## config.mk

```make
export PLATFORM = sky130hd
export DESIGN_NAME = fetch_unit_flat
export DESIGN_NICKNAME = d
export VERILOG_FILES = /design/src/rtl/fetch_unit_if.sv /design/src/rtl/fetch_unit.sv /design/src/flat_wrapper.sv
export SDC_FILE = /design/constraint.sdc
export NUM_CORES = 1
export LEC_CHECK = 0
export BUFFER_PORTS_ARGS = -buffer_cell sky130_fd_sc_hd__buf_4
export CORE_MARGIN = 4
export CORE_UTILIZATION = 62
export DETAILED_ROUTE_END_ITERATION = 8
export GPL_TIMING_DRIVEN = 0
export PLACE_DENSITY = 0.91
export SLEW_MARGIN = 25
export SYNTH_ARGS = -nofsm -noshare
export SYNTH_HDL_FRONTEND = slang
export SYNTH_SLANG_ARGS = --single-unit
```

## constraint.sdc

```tcl
create_clock -name clk -period 8.1 [get_ports clk]
set_clock_uncertainty 0.05 [all_clocks]
set_input_delay 0 -clock clk [delete_from_list [all_inputs] [get_ports clk]]
set_output_delay 0 -clock clk [all_outputs]
set_load 0.03 [all_outputs]
```

## src/rtl/fetch_unit_if.sv

```systemverilog
// rtl/fetch_unit_if.sv - instruction memory request/response bundle between fetch_unit and imem
interface fetch_unit_if;
    logic        imem_req_valid;
    logic        imem_req_ready;
    logic [31:0] imem_req_addr;
    logic        imem_resp_valid;
    logic [31:0] imem_resp_data;

    modport master (
        output imem_req_valid,
        output imem_req_addr,
        input  imem_req_ready,
        input  imem_resp_valid,
        input  imem_resp_data
    );

    modport slave (
        input  imem_req_valid,
        input  imem_req_addr,
        output imem_req_ready,
        output imem_resp_valid,
        output imem_resp_data
    );
endinterface

```

## src/rtl/fetch_unit.sv

```systemverilog
// rtl/fetch_unit.sv - fetch PC generation, in-order imem requests and fetch queue feeding the IR/PC registers
module fetch_unit #(
    parameter int unsigned DEPTH    = 4,
    parameter logic [31:0] RESET_PC = 32'h0000_0000,
    parameter logic [31:0] NOP      = 32'h0000_0013
) (
    input  logic                clk,
    input  logic                reset,
    fetch_unit_if.master        imem,
    input  logic                redirect_valid,
    input  logic [31:0]         redirect_pc,
    input  logic                stall,
    output logic                inst_valid,
    output logic [31:0]         inst,
    output logic [31:0]         inst_pc
);
    localparam int unsigned AW = $clog2(DEPTH);
    localparam int unsigned CW = AW + 1;

    typedef logic [AW-1:0] ptr_t;
    typedef logic [CW-1:0] cnt_t;
    typedef logic [CW:0]   wide_t;

    logic [31:0]      fetch_pc_q;
    ptr_t             head_q;
    ptr_t             tail_q;
    ptr_t             fill_q;
    cnt_t             alloc_cnt_q;
    cnt_t             pend_cnt_q;
    cnt_t             drop_cnt_q;
    logic [DEPTH-1:0] filled_q;
    logic [31:0]      last_pc_q;
    logic [31:0]      pc_q   [DEPTH];
    logic [31:0]      data_q [DEPTH];

    wide_t credit;
    logic  req_ok;
    logic  accept;
    logic  drop_fire;
    logic  fill_fire;
    logic  consume;

    // Credits cover both live entries and stale responses still owed by memory.
    assign credit    = {1'b0, alloc_cnt_q} + {1'b0, drop_cnt_q};
    assign req_ok    = !reset && !redirect_valid && (credit < wide_t'(DEPTH));
    assign accept    = req_ok && imem.imem_req_ready;
    assign drop_fire = imem.imem_resp_valid && (drop_cnt_q != '0);
    assign fill_fire = imem.imem_resp_valid && (drop_cnt_q == '0) && (pend_cnt_q != '0);

    assign imem.imem_req_valid = req_ok;
    assign imem.imem_req_addr  = fetch_pc_q;

    assign inst_valid = (alloc_cnt_q != '0) && filled_q[head_q];
    assign consume    = inst_valid && !stall;
    assign inst       = inst_valid ? data_q[head_q] : NOP;
    assign inst_pc    = inst_valid ? pc_q[head_q] : last_pc_q;

    always_ff @(posedge clk or posedge reset) begin
        if (reset) begin
            fetch_pc_q  <= RESET_PC;
            head_q      <= '0;
            tail_q      <= '0;
            fill_q      <= '0;
            alloc_cnt_q <= '0;
            pend_cnt_q  <= '0;
            drop_cnt_q  <= '0;
            filled_q    <= '0;
            last_pc_q   <= '0;
        end else begin
            if (inst_valid) begin
                last_pc_q <= pc_q[head_q];
            end
            if (redirect_valid) begin
                // Unfilled entries become stale responses; one arriving now is already accounted for.
                fetch_pc_q  <= redirect_pc & 32'hFFFF_FFFC;
                head_q      <= tail_q;
                fill_q      <= tail_q;
                alloc_cnt_q <= '0;
                pend_cnt_q  <= '0;
                drop_cnt_q  <= drop_cnt_q + pend_cnt_q - cnt_t'(drop_fire || fill_fire);
            end else begin
                if (accept) begin
                    fetch_pc_q       <= fetch_pc_q + 32'd4;
                    tail_q           <= tail_q + ptr_t'(1);
                    filled_q[tail_q] <= 1'b0;
                end
                if (fill_fire) begin
                    filled_q[fill_q] <= 1'b1;
                    fill_q           <= fill_q + ptr_t'(1);
                end
                if (drop_fire) begin
                    drop_cnt_q <= drop_cnt_q - cnt_t'(1);
                end
                if (consume) begin
                    head_q <= head_q + ptr_t'(1);
                end
                alloc_cnt_q <= alloc_cnt_q + cnt_t'(accept) - cnt_t'(consume);
                pend_cnt_q  <= pend_cnt_q + cnt_t'(accept) - cnt_t'(fill_fire);
            end
        end
    end

    always_ff @(posedge clk) begin
        if (accept) begin
            pc_q[tail_q] <= fetch_pc_q;
        end
        if (fill_fire && !redirect_valid) begin
            data_q[fill_q] <= imem.imem_resp_data;
        end
    end
endmodule

```

## src/flat_wrapper.sv

```systemverilog
// flat-port wrapper written by rule: the top's interface ports become plain ports
module fetch_unit_flat 
#(
    parameter int unsigned DEPTH    = 4,
    parameter logic [31:0] RESET_PC = 32'h0000_0000,
    parameter logic [31:0] NOP      = 32'h0000_0013
)
  (clk, reset, redirect_valid, redirect_pc, stall, inst_valid, inst, inst_pc, imem_imem_req_valid, imem_imem_req_addr, imem_imem_req_ready, imem_imem_resp_valid, imem_imem_resp_data);
  fetch_unit_if imem_i ();
  input  logic clk;
  input  logic reset;
  input  logic redirect_valid;
  input  logic [31:0] redirect_pc;
  input  logic stall;
  output logic inst_valid;
  output logic [31:0] inst;
  output logic [31:0] inst_pc;
  output wire logic [$bits(imem_i.imem_req_valid)-1:0] imem_imem_req_valid;
  output wire logic [$bits(imem_i.imem_req_addr)-1:0] imem_imem_req_addr;
  input wire logic [$bits(imem_i.imem_req_ready)-1:0] imem_imem_req_ready;
  input wire logic [$bits(imem_i.imem_resp_valid)-1:0] imem_imem_resp_valid;
  input wire logic [$bits(imem_i.imem_resp_data)-1:0] imem_imem_resp_data;
  assign imem_imem_req_valid = imem_i.imem_req_valid;
  assign imem_imem_req_addr = imem_i.imem_req_addr;
  assign imem_i.imem_req_ready = imem_imem_req_ready;
  assign imem_i.imem_resp_valid = imem_imem_resp_valid;
  assign imem_i.imem_resp_data = imem_imem_resp_data;
  fetch_unit #(.DEPTH(DEPTH), .RESET_PC(RESET_PC), .NOP(NOP)) u_core (.clk(clk), .reset(reset), .imem(imem_i), .redirect_valid(redirect_valid), .redirect_pc(redirect_pc), .stall(stall), .inst_valid(inst_valid), .inst(inst), .inst_pc(inst_pc));
endmodule
```

==> summary.txt, run 1 <==
final cell count without fillers: 1,331
Worst Path Class, Setup: reg2reg
Antenna Nets Post-Route: 0
Post-synth EDFFs: 248
largest net degree at the start of global routing: 31
Skew-Pair Late Insertion Delay: 0.52 ns
synth top area cells: edfxtp_1 (55%), dfrtp_1 (15%), mux4_2 (10%)
Setup Buffers After CTS: 0
WL final: 38,200 µm
FILL cells: 961
Peak Freq: 0.307 GHz
fin. max-slew vios: 0
GRT overflow: 0
Clock Sinks: 329
Final setup viols: 0
ant diodes: 0
share of Yosys cell area claimed by the top area cell type: 55.3%
maximum vdd drop: 0.256 mV
peak fanout along the critical path: 10
Num CTS Buffers: 34
register area share after synthesis: 70.3%
layout cells sized above 1: 32.4%
Final Hold Fails: 0
Final period util: 40.2%
WP data required: 8.42 ns
Tmin final: 3.26 ns
Yosys warnings: 0
Setup WS post-layout: 4.84 ns
P&R area growth vs syn: 25.6%
initial antenna violation count: 0
DIE AREA: 24,200 µm²
starting DRC count in detailed routing: 1,214
depth of the CTS H-tree: 2
slew margin rel.: 37.7%
top_reg_cell synth: edfxtp_1
pre-CTS setup slack: 5.04 ns
Power per Cell Area: 283 nW/µm²
DRT Pass-1 Iters: 6
total power: 4.79 mW
run status: finished, final reports clean
number of global-route vias before repair: 9,396
unrepaired setup endpoints after global routing: false
Die Ht: 155 µm
max-cap violations: 0
most frequent cells in the layout: edfxtp_1 (248), buf_4 (166), dfrtp_1 (81)
Worst setup EP type: register
flops & latches, synth: 329
LEAKAGE: 6.60 nW
Hold Slack: 0.00872 ns
Clock Path Buffers: 3
post-DP HPWL: 20,700 µm
CP Launch Type: register
die width: 155 µm
Post-Syn Instances: 760
clock root cell: clkbuf_16
global-route wire length before repair: 58,100 µm
nets@finish: 1,123
# IOs: 168
Syn Std Cell Area: 13,500 µm²
Total GRT Usage: 32.2%
commonest non-fill, non-tap cell in the layout: edfxtp_1
Core Area: 21,200 µm²
post-route setup TNS: 0 ns
Unique masters post-synth: 51
Starting Density: 63.5%
leading area contributor after synthesis: edfxtp_1
port bufs: 163
row cnt: 53
CTS resizes: 0
CTS Hold Buffers Added: 64
DRC errors left: 0
routability cong.: 0.863
Clock transition at path regs: 0.06 ns
WL/cell: 28.7 µm
via count: 8,876
Worst-Margin Slew: 0.934 ns
Vias/cell: 6.67
CTS tree: yes
Syn Area/Cell: 17.7 µm²
cell total after placement: 1,205
HP Class: in2async
Crit path arrival time: 3.58 ns
Synth async-reset ratio: 24.6%
==> metrics by stage <==
step | util [%] | area [µm²]
2_1_floorplan | - | 13500
3_3_place_gp | 70.9 | 15000
3_5_place_dp | 71.6 | 15200
4_1_cts | 79.8 | 16900
5_1_grt | 79.8 | 16900
6_report | 79.8 | 16900
==> kinds of logic after synthesis <==
family | share of synthesized area [%]
AO/OA/AOI/OAI | 3.55
AND/OR/NAND/NOR | 6.45
buffers and inverters | 2.27
XOR/XNOR | 1.04
adder cells (fa/ha/maj) | 2.30
multiplexers | 14.1
flip-flops | 70.3
other | 0.0278
==> Yosys cell counts, types with 7 or more instances <==
| cell type | instances |
|---|---|
| nand3_1 | 17 |
| o211ai_1 | 11 |
| nor2_1 | 16 |
| nor2b_1 | 32 |
| mux2_4 | 26 |
| nand4_1 | 12 |
| dfrtp_1 | 81 |
| and3_1 | 7 |
| xnor2_1 | 8 |
| clkbuf_1 | 20 |
| ha_1 | 20 |
| o21ai_0 | 16 |
| a21o_1 | 9 |
| xor2_1 | 8 |
| edfxtp_1 | 248 |
| buf_2 | 7 |
| inv_1 | 26 |
| nand2_1 | 43 |
| mux4_2 | 62 |
==> state kept, by name, indices dropped and copies added, names as in the netlist, 3 cells and up <==
signal,flops
u_core.data_q,128
u_core.pc_q,120
u_core.last_pc_q,32
u_core.imem.imem_req_addr,30
u_core.filled_q,4
u_core.alloc_cnt_q,3
u_core.drop_cnt_q,3
u_core.pend_cnt_q,3
==> critical path, cell delays in order (launching register included) <==
cell and delay [ns]:
dfrtp_1 0.45, nor3_1 0.56, or2_1 0.22, buf_6 0.19, clkbuf_1 0.39, nor2_1 0.11, ha_1 0.28, inv_1 0.06
ha_1 0.14, inv_1 0.05, fa_1 0.39, xnor2_1 0.16, nor2_1 0.05
==> power by group <==
group	switching, mW	leakage [nW]	total (mW)	internal (mW)
logic	0.620	2.79	1.16	0.541
registers	0.118	3.29	2.07	1.96
clock network	0.676	0.521	1.56	0.885
total	1.41	6.60	4.79	3.38
==> worst paths after layout <==
check,start,to,slack (ns),cells past startpoint
hold reg to reg,u_core.last_pc_q[25],u_core.last_pc_q[25],0.44,1
hold / removal,reset,u_core.imem.imem_req_addr[18],0.009,3
max in group asynchronous,reset,u_core.last_pc_q[25],7.22,5
min in group clk,imem_imem_resp_valid,u_core.drop_cnt_q[0],0.02,4
setup reg to reg,u_core.alloc_cnt_q[1],u_core.alloc_cnt_q[2],4.84,12
setup / recovery,u_core.alloc_cnt_q[1],u_core.alloc_cnt_q[2],4.84,12
==> final cells by class <==
| class | count | area [µm²] | share of cell area, % |
|---|---|---|---|
| Sequential cell | 329 | 9470 | 56.0 |
| Inverter | 27 | 104 | 0.614 |
| Buffer | 37 | 204 | 1.21 |
| Multi-Input combinational cell | 368 | 3700 | 21.9 |
| Timing Repair Buffer | 233 | 2000 | 11.8 |
| Clock inverter | 18 | 165 | 0.976 |
| Tap cell | 275 | 344 | 2.03 |
| Clock buffer | 44 | 931 | 5.50 |
==> layer usage <==
| metal | vias to the layer above | track usage [%] | wire length [µm] |
|---|---|---|---|
| met5 | - | 0 | 0 |
| met4 | 0 | 13.7 | 2060 |
| met3 | 208 | 7.40 | 3790 |
| met2 | 781 | 55.2 | 19600 |
| met1 | 4393 | 39.6 | 12700 |
| li1 | 3494 | - | - |
No activity file was read; power rests on OpenSTA's default activity.
==> run 2: changes to the inputs <==
--- a/config.mk
+++ b/config.mk
@@ -7,10 +7,10 @@
 export LEC_CHECK = 0
 export BUFFER_PORTS_ARGS = -buffer_cell sky130_fd_sc_hd__buf_4
 export CORE_MARGIN = 4
-export CORE_UTILIZATION = 62
+export CORE_UTILIZATION = 52
 export DETAILED_ROUTE_END_ITERATION = 8
 export GPL_TIMING_DRIVEN = 0
-export PLACE_DENSITY = 0.91
+export PLACE_DENSITY = 0.83
 export SLEW_MARGIN = 25
 export SYNTH_ARGS = -nofsm -noshare
 export SYNTH_HDL_FRONTEND = slang
==> constraint.sdc (replaced) <==
create_clock -name clk -period 2.9 [get_ports clk]
set_clock_uncertainty 0.05 [all_clocks]
set_input_delay 0 -clock clk [delete_from_list [all_inputs] [get_ports clk]]
set_output_delay 0 -clock clk [all_outputs]
set_load 0.03 [all_outputs]
==> summary.txt, run 2 (synthesis gave the netlist of run 1 again) <==
run status: finished, final reports clean
commonest non-fill, non-tap cell in the layout: edfxtp_1
slew margin rel.: 51.2% (+13 points)
max reg flops: 128 (unchanged)
Clock Sinks: 329 (unchanged)
FF-to-FF path depth: 13 (+1)
post-DP HPWL: 19,900 µm (-3.9%)
Peak Freq: 0.345 GHz
LEAKAGE: 6.71 nW (+1.8%)
Vias/cell: 5.90 (-12%)
Final period util: 99.9%
Starting Density: 53.2% (-10 points)
CP Launch Type: register
Die Ht: 169 µm (+8.7%)
Power per Cell Area: 784 nW/µm² (+180%)
peak fanout along the critical path: 10 (unchanged)
Skew-Pair Late Insertion Delay: 0.52 ns (about the same)
Hold Path End: u_core.fill_q[1]
R2R Path Start: u_core.head_q[1]
max-cap violations: 0 (unchanged)
WL final: 32,400 µm (-15%)
final core area utilization: 68.0% (-12 points)
FILL cells: 1,508 (+57%)
Core Area: 25,300 µm² (+19%)
maximum vdd drop: 0.566 mV (+120%)
most frequent cells in the layout: edfxtp_1 (248), buf_4 (169), dfrtp_1 (81)
starting DRC count in detailed routing: 816 (-33%)
die width: 169 µm (+8.7%)
fin. max-slew vios: 0 (unchanged)
Crit path arrival time: 2.85 ns (-0.73 ns)
Largest Register: u_core.data_q
DRT Pass-1 Iters: 5 (-1)
cell total after placement: 1,262 (+4.7%)
R2R Path End: u_core.alloc_cnt_q[2]
layout cells sized above 1: 34.3% (+1.9 points)
hold path depth: 3
Clock Path Buffers: 3 (unchanged)
port bufs: 163 (unchanged)
HP Class: in2reg
global-route wire length before repair: 50,100 µm (-14%)
# IOs: 168 (unchanged)
Final Hold Fails: 0 (unchanged)
unrepaired setup endpoints after global routing: true
nets@finish: 1,128 (+0.45%)
reg2reg setup slack: 0.08 ns (-4.76 ns)
depth of the CTS H-tree: 2 (unchanged)
WP data required: 2.85 ns (-5.57 ns)
WL/cell: 23.2 µm (-19%)
Worst Path Class, Setup: reg2out
number of global-route vias before repair: 8,630 (-8.2%)
Hold Slack: 0.0685 ns (+0.0598 ns)
DRC errors left: 0 (unchanged)
P&R area growth vs syn: 27.9%
Tmin final: 2.90 ns
largest net degree at the start of global routing: 68 (+120%)
Total GRT Usage: 22.9% (-9.3 points)
clock root cell: clkbuf_16
Final setup viols: 0 (unchanged)
Num CTS Buffers: 35 (+2.9%)
CTS tree: yes
Worst-Margin Slew: 0.733 ns (-0.201 ns)
Antenna Nets Post-Route: 0 (unchanged)
total power: 13.5 mW (+180%)
DIE AREA: 28,500 µm² (+18%)
via count: 8,222 (-7.4%)
GRT overflow: 0 (unchanged)
Clock transition at path regs: 0.06 ns (about the same)
final cell count without fillers: 1,394 (+4.7%)
initial antenna violation count: 2 (+2)
min-delay src: redirect_valid
top flop regs: u_core.data_q: 128 flops, u_core.pc_q: 120 flops, u_core.last_pc_q: 32 flops
row cnt: 58 (+9.4%)
routability cong.: 0.840 (-2.7%)
Worst setup EP type: output port
## run 2: cell count changes in the layout (fill, tap and decap cells not counted), sizes merged, moves of 2 or more
cell	before	now
clkinv	12	9
dlygate4sd3	64	66
clkbuf	64	69
diode	0	2
clkinvlp	4	1
bufinv	2	4
inv	27	29
## run 2: cell type report
type,instances,area [µm²],area share (%)
clock buffer,48,976,5.66
inverter,27,109,0.632
buffer,35,219,1.27
sequential,329,9470,55.0
timing repair buffer,239,2090,12.1
clock inverter,16,203,1.18
multi-input combinational,368,3740,21.7
tap,330,413,2.40
antenna,2,5.00,0.0291
## run 2: worst max-delay path by stage
stage / from / to / slack [ns]
after floorplan: u_core.drop_cnt_q[0] / u_core.drop_cnt_q[2] / 0.22
after global placement: u_core.drop_cnt_q[2] / u_core.pc_q[3][13] / -0.60
after detailed placement: u_core.alloc_cnt_q[1] / u_core.alloc_cnt_q[2] / -0.31
after CTS: u_core.head_q[1] / u_core.alloc_cnt_q[2] / 0.006
after global routing: u_core.drop_cnt_q[1] / u_core.drop_cnt_q[2] / -0.07
final: u_core.head_q[1] / inst_pc[18] / 0.002
## run 2: where the power goes
| group | total, mW | leakage, nW | internal (mW) | switching, mW |
|---|---|---|---|---|
| sequential | 5.76 | 3.29 | 5.46 | 0.299 |
| combinational | 3.21 | 2.85 | 1.56 | 1.65 |
| clock | 4.54 | 0.575 | 2.74 | 1.81 |
| total | 13.5 | 6.71 | 9.76 | 3.75 |
## run 2: metal layers
metal  up-vias  part of all wire (%)  GRT usage (%)
met5         -                     0              0
met2       453                    51           37.6
met1      4142                    37           29.6
li1       3514                     -              -
met4         0                   4.7           11.2
met3       113                   7.4           4.20
## run 2: what timing repair did
action | 4_1_cts | 5_1_grt
hold endpoints to repair | 243 | 0
resized for setup | 8 | 20
cloned | 0 | 0
endpoints found under the setup margin | 81 | 106
hold buffers | 66 | 0
pin swaps | 1 | 3
buffers inserted | 1 | 1
## run 2: worst max-delay path: stages (launching register included)
cell	delay, ns
dfrtp_1	0.42
clkbuf_1	0.56
clkbuf_2	0.46
mux4_2	0.40
mux2_4	0.32
buf_4	0.18
## run 2: stage by stage
stage | setup TNS [ns] | instance area, µm² | setup WS [ns]
6_report | 0 | 17200 | 0.00181
5_1_grt | -0.317 | 17200 | -0.0737
4_1_cts | 0 | 17200 | 0.00624
3_5_place_dp | -4.46 | 15300 | -0.312
3_3_place_gp | -152.48 | 15100 | -0.598
2_1_floorplan | 0 | 13500 | 0.216
==> run 3: changes to the inputs <==
==> constraint.sdc (replaced) <==
create_clock -name clk -period 2.6 [get_ports clk]
set_clock_uncertainty 0.05 [all_clocks]
set_input_delay 0 -clock clk [delete_from_list [all_inputs] [get_ports clk]]
set_output_delay 0 -clock clk [all_outputs]
set_load 0.03 [all_outputs]
==> summary.txt, run 3 (synthesis gave the netlist of run 1 again) <==
DRT met1 WL: 13,200 µm (+9.5%)
clock root cell: clkbuf_16
Starting Density: 53.2% (unchanged)
Vias/cell: 6.10 (+3.3%)
starting DRC count in detailed routing: 1,122 (+38%)
Worst-Margin Slew: 0.716 ns (-0.0162 ns)
cell total after placement: 1,259 (-0.24%)
Skew-Pair Late Insertion Delay: 0.53 ns (about the same)
Tmin final: 2.64 ns
port bufs: 163 (unchanged)
DRT Pass-1 Iters: 9 (+4)
final cell count without fillers: 1,428 (+2.4%)
ant diodes: 0 (-2)
DR WL met3: 3180 µm (+33%)
unrepaired setup endpoints after global routing: true
Clock Path Buffers: 3 (unchanged)
worst-path cell chain: inv_2 > ha_4 > nor2b_4 > nand2b_4 > nand2b_4 > ha_4 > inv_2 > ha_4 > fa_2 > xnor2_2 > xnor2_1 > a21oi_1 > xnor2_1
most frequent cells in the layout: edfxtp_1 (248), buf_4 (192), dfrtp_1 (81)
DRC errors left: 0 (unchanged)
total power: 15.5 mW (+15%)
Num CTS Buffers: 35 (unchanged)
Die Ht: 169 µm (unchanged)
failing checks: negative setup slack
WL/cell: 25.7 µm (+11%)
largest net degree at the start of global routing: 57 (-16%)
Largest Register: u_core.data_q
Worst Setup SP: u_core.drop_cnt_q[1]
DIE AREA: 28,500 µm² (unchanged)
Total GRT Usage: 24.9% (+2.0 points)
peak fanout along the critical path: 5 (-5)
Final period util: 101%
CP peak stage delay: 0.43 ns (-0.13 ns)
top flop regs: u_core.data_q: 128 flops, u_core.pc_q: 120 flops, u_core.last_pc_q: 32 flops
Crit path arrival time: 3.00 ns (+0.15 ns)
Core Area: 25,300 µm² (unchanged)
WL final: 36,700 µm (+13%)
CTS tree: yes
most used cell, CP: ha_4
max reg flops: 128 (unchanged)
Clock transition at path regs: 0.06 ns (about the same)
DR top layer: met5
global-route wire length before repair: 54,000 µm (+7.8%)
final core area utilization: 70.2% (+2.2 points)
R2R Path Start: u_core.drop_cnt_q[1]
max-cap violations: 0 (unchanged)
die width: 169 µm (unchanged)
initial antenna violation count: 1 (-1)
HP Class: in2reg
P&R area growth vs syn: 32.0%
nets@finish: 1,164 (+3.2%)
# IOs: 168 (unchanged)
run status: complete, but fails checks
Clock Sinks: 329 (unchanged)
row cnt: 58 (unchanged)
Met2 Wirelength: 18,400 µm (+12%)
maximum vdd drop: 0.763 mV (+35%)
Worst setup EP type: register
Peak Freq: 0.379 GHz
layout cells sized above 1: 38.6% (+4.3 points)
slowest stage cell on the critical path: dfrtp_1
depth of the CTS H-tree: 2 (unchanged)
Power per Cell Area: 870 nW/µm² (+11%)
number of global-route vias before repair: 8,895 (+3.1%)
WP data required: 2.97 ns (+0.12 ns)
via count: 8,704 (+5.9%)
Setup WS post-layout: -0.0367 ns (-0.0385 ns)
LEAKAGE: 6.92 nW (+3.1%)
routability cong.: 0.825 (-1.7%)
post-route setup TNS: -0.0367 ns (-0.0367 ns)
slew margin rel.: 52.2% (+1.1 points)
CP Launch Type: register
post-DP HPWL: 20,000 µm (+0.68%)
commonest non-fill, non-tap cell in the layout: edfxtp_1
Final Hold Fails: 0 (unchanged)
GRT overflow: 0 (unchanged)
pre-CTS setup slack: -0.419 ns (-0.106 ns)
Worst Path Class, Setup: reg2reg
Final setup viols: 1 (+1)
fin. max-slew vios: 0 (unchanged)
Antenna Nets Post-Route: 0 (unchanged)
min-delay src: redirect_valid
[run 3: changes by cell type in the layout (fill, tap and decap cells not counted), sizes merged]
cell	previous run	this run
bufinv	4	3
inv	29	25
clkinv	9	10
diode	2	0
clkbuf	69	67
clkinvlp	1	10
buf	187	220
[run 3: layer usage]
metal	track usage, %	up-vias
li1	-	3577
met1	31.7	4358
met2	41.4	598
met3	4.88	169
met4	11.6	2
met5	0	-
[run 3: final timing paths]
path	end	slack, ns	cells past startpoint
worst max-delay path	u_core.drop_cnt_q[2]	-0.04	13
worst min-delay path	u_core.imem.imem_req_addr[11]	0.12	3
worst max register to register	u_core.drop_cnt_q[2]	-0.04	13
worst min register to register	u_core.filled_q[0]	0.44	1
max in group asynchronous	u_core.last_pc_q[27]	1.28	5
min in group asynchronous	u_core.fill_q[0]	0.60	4
[run 3: cell type report]
type	count	area, µm²
Timing Repair Buffer	272	2460
Clock buffer	47	972
Inverter	27	124
Tap cell	330	413
Fill cell	1429	7540
Sequential cell	329	9470
Timing Repair inverter	4	30.0
Clock inverter	17	189
Multi-Input combinational cell	368	3850
Buffer	34	267
[run 3: critical path, delay by kind of cell (launching register included)]
family                     cells  cell delay [ns]
DFF                            1             0.43
adders and majority gates      4             0.93
and+or+nand+nor                3             0.40
xor gates and xnor gates       3             0.48
AOI/OAI and AO/OA              1             0.10
buffers and inverters          2             0.15
[run 3: repair_timing]
action                                  in CTS  in global routing
hold buffers                                66                  0
gates resized for setup                     48                 30
hold endpoints to repair                   243                  0
setup buffers                               26                 10
gates cloned                                 5                  1
pin swaps                                   10                 15
endpoints found under the setup margin     184                 96
[run 3: report_power, final]
part	leakage (nW)	total [mW]	switching, mW	internal [mW]
clock	0.564	5.02	2.07	2.96
combinational	3.07	4.02	2.05	1.97
sequential	3.29	6.44	0.353	6.09
total	6.92	15.5	4.47	11.0
[run 3: per-stage QoR]
step	hold slack, ns	instance area (µm²)
3_5_place_dp	-0.0522	15300
4_1_cts	0.0334	17600
3_3_place_gp	0.150	15200
5_1_grt	0.146	17800
6_report	0.124	17800
2_1_floorplan	0.0489	13500
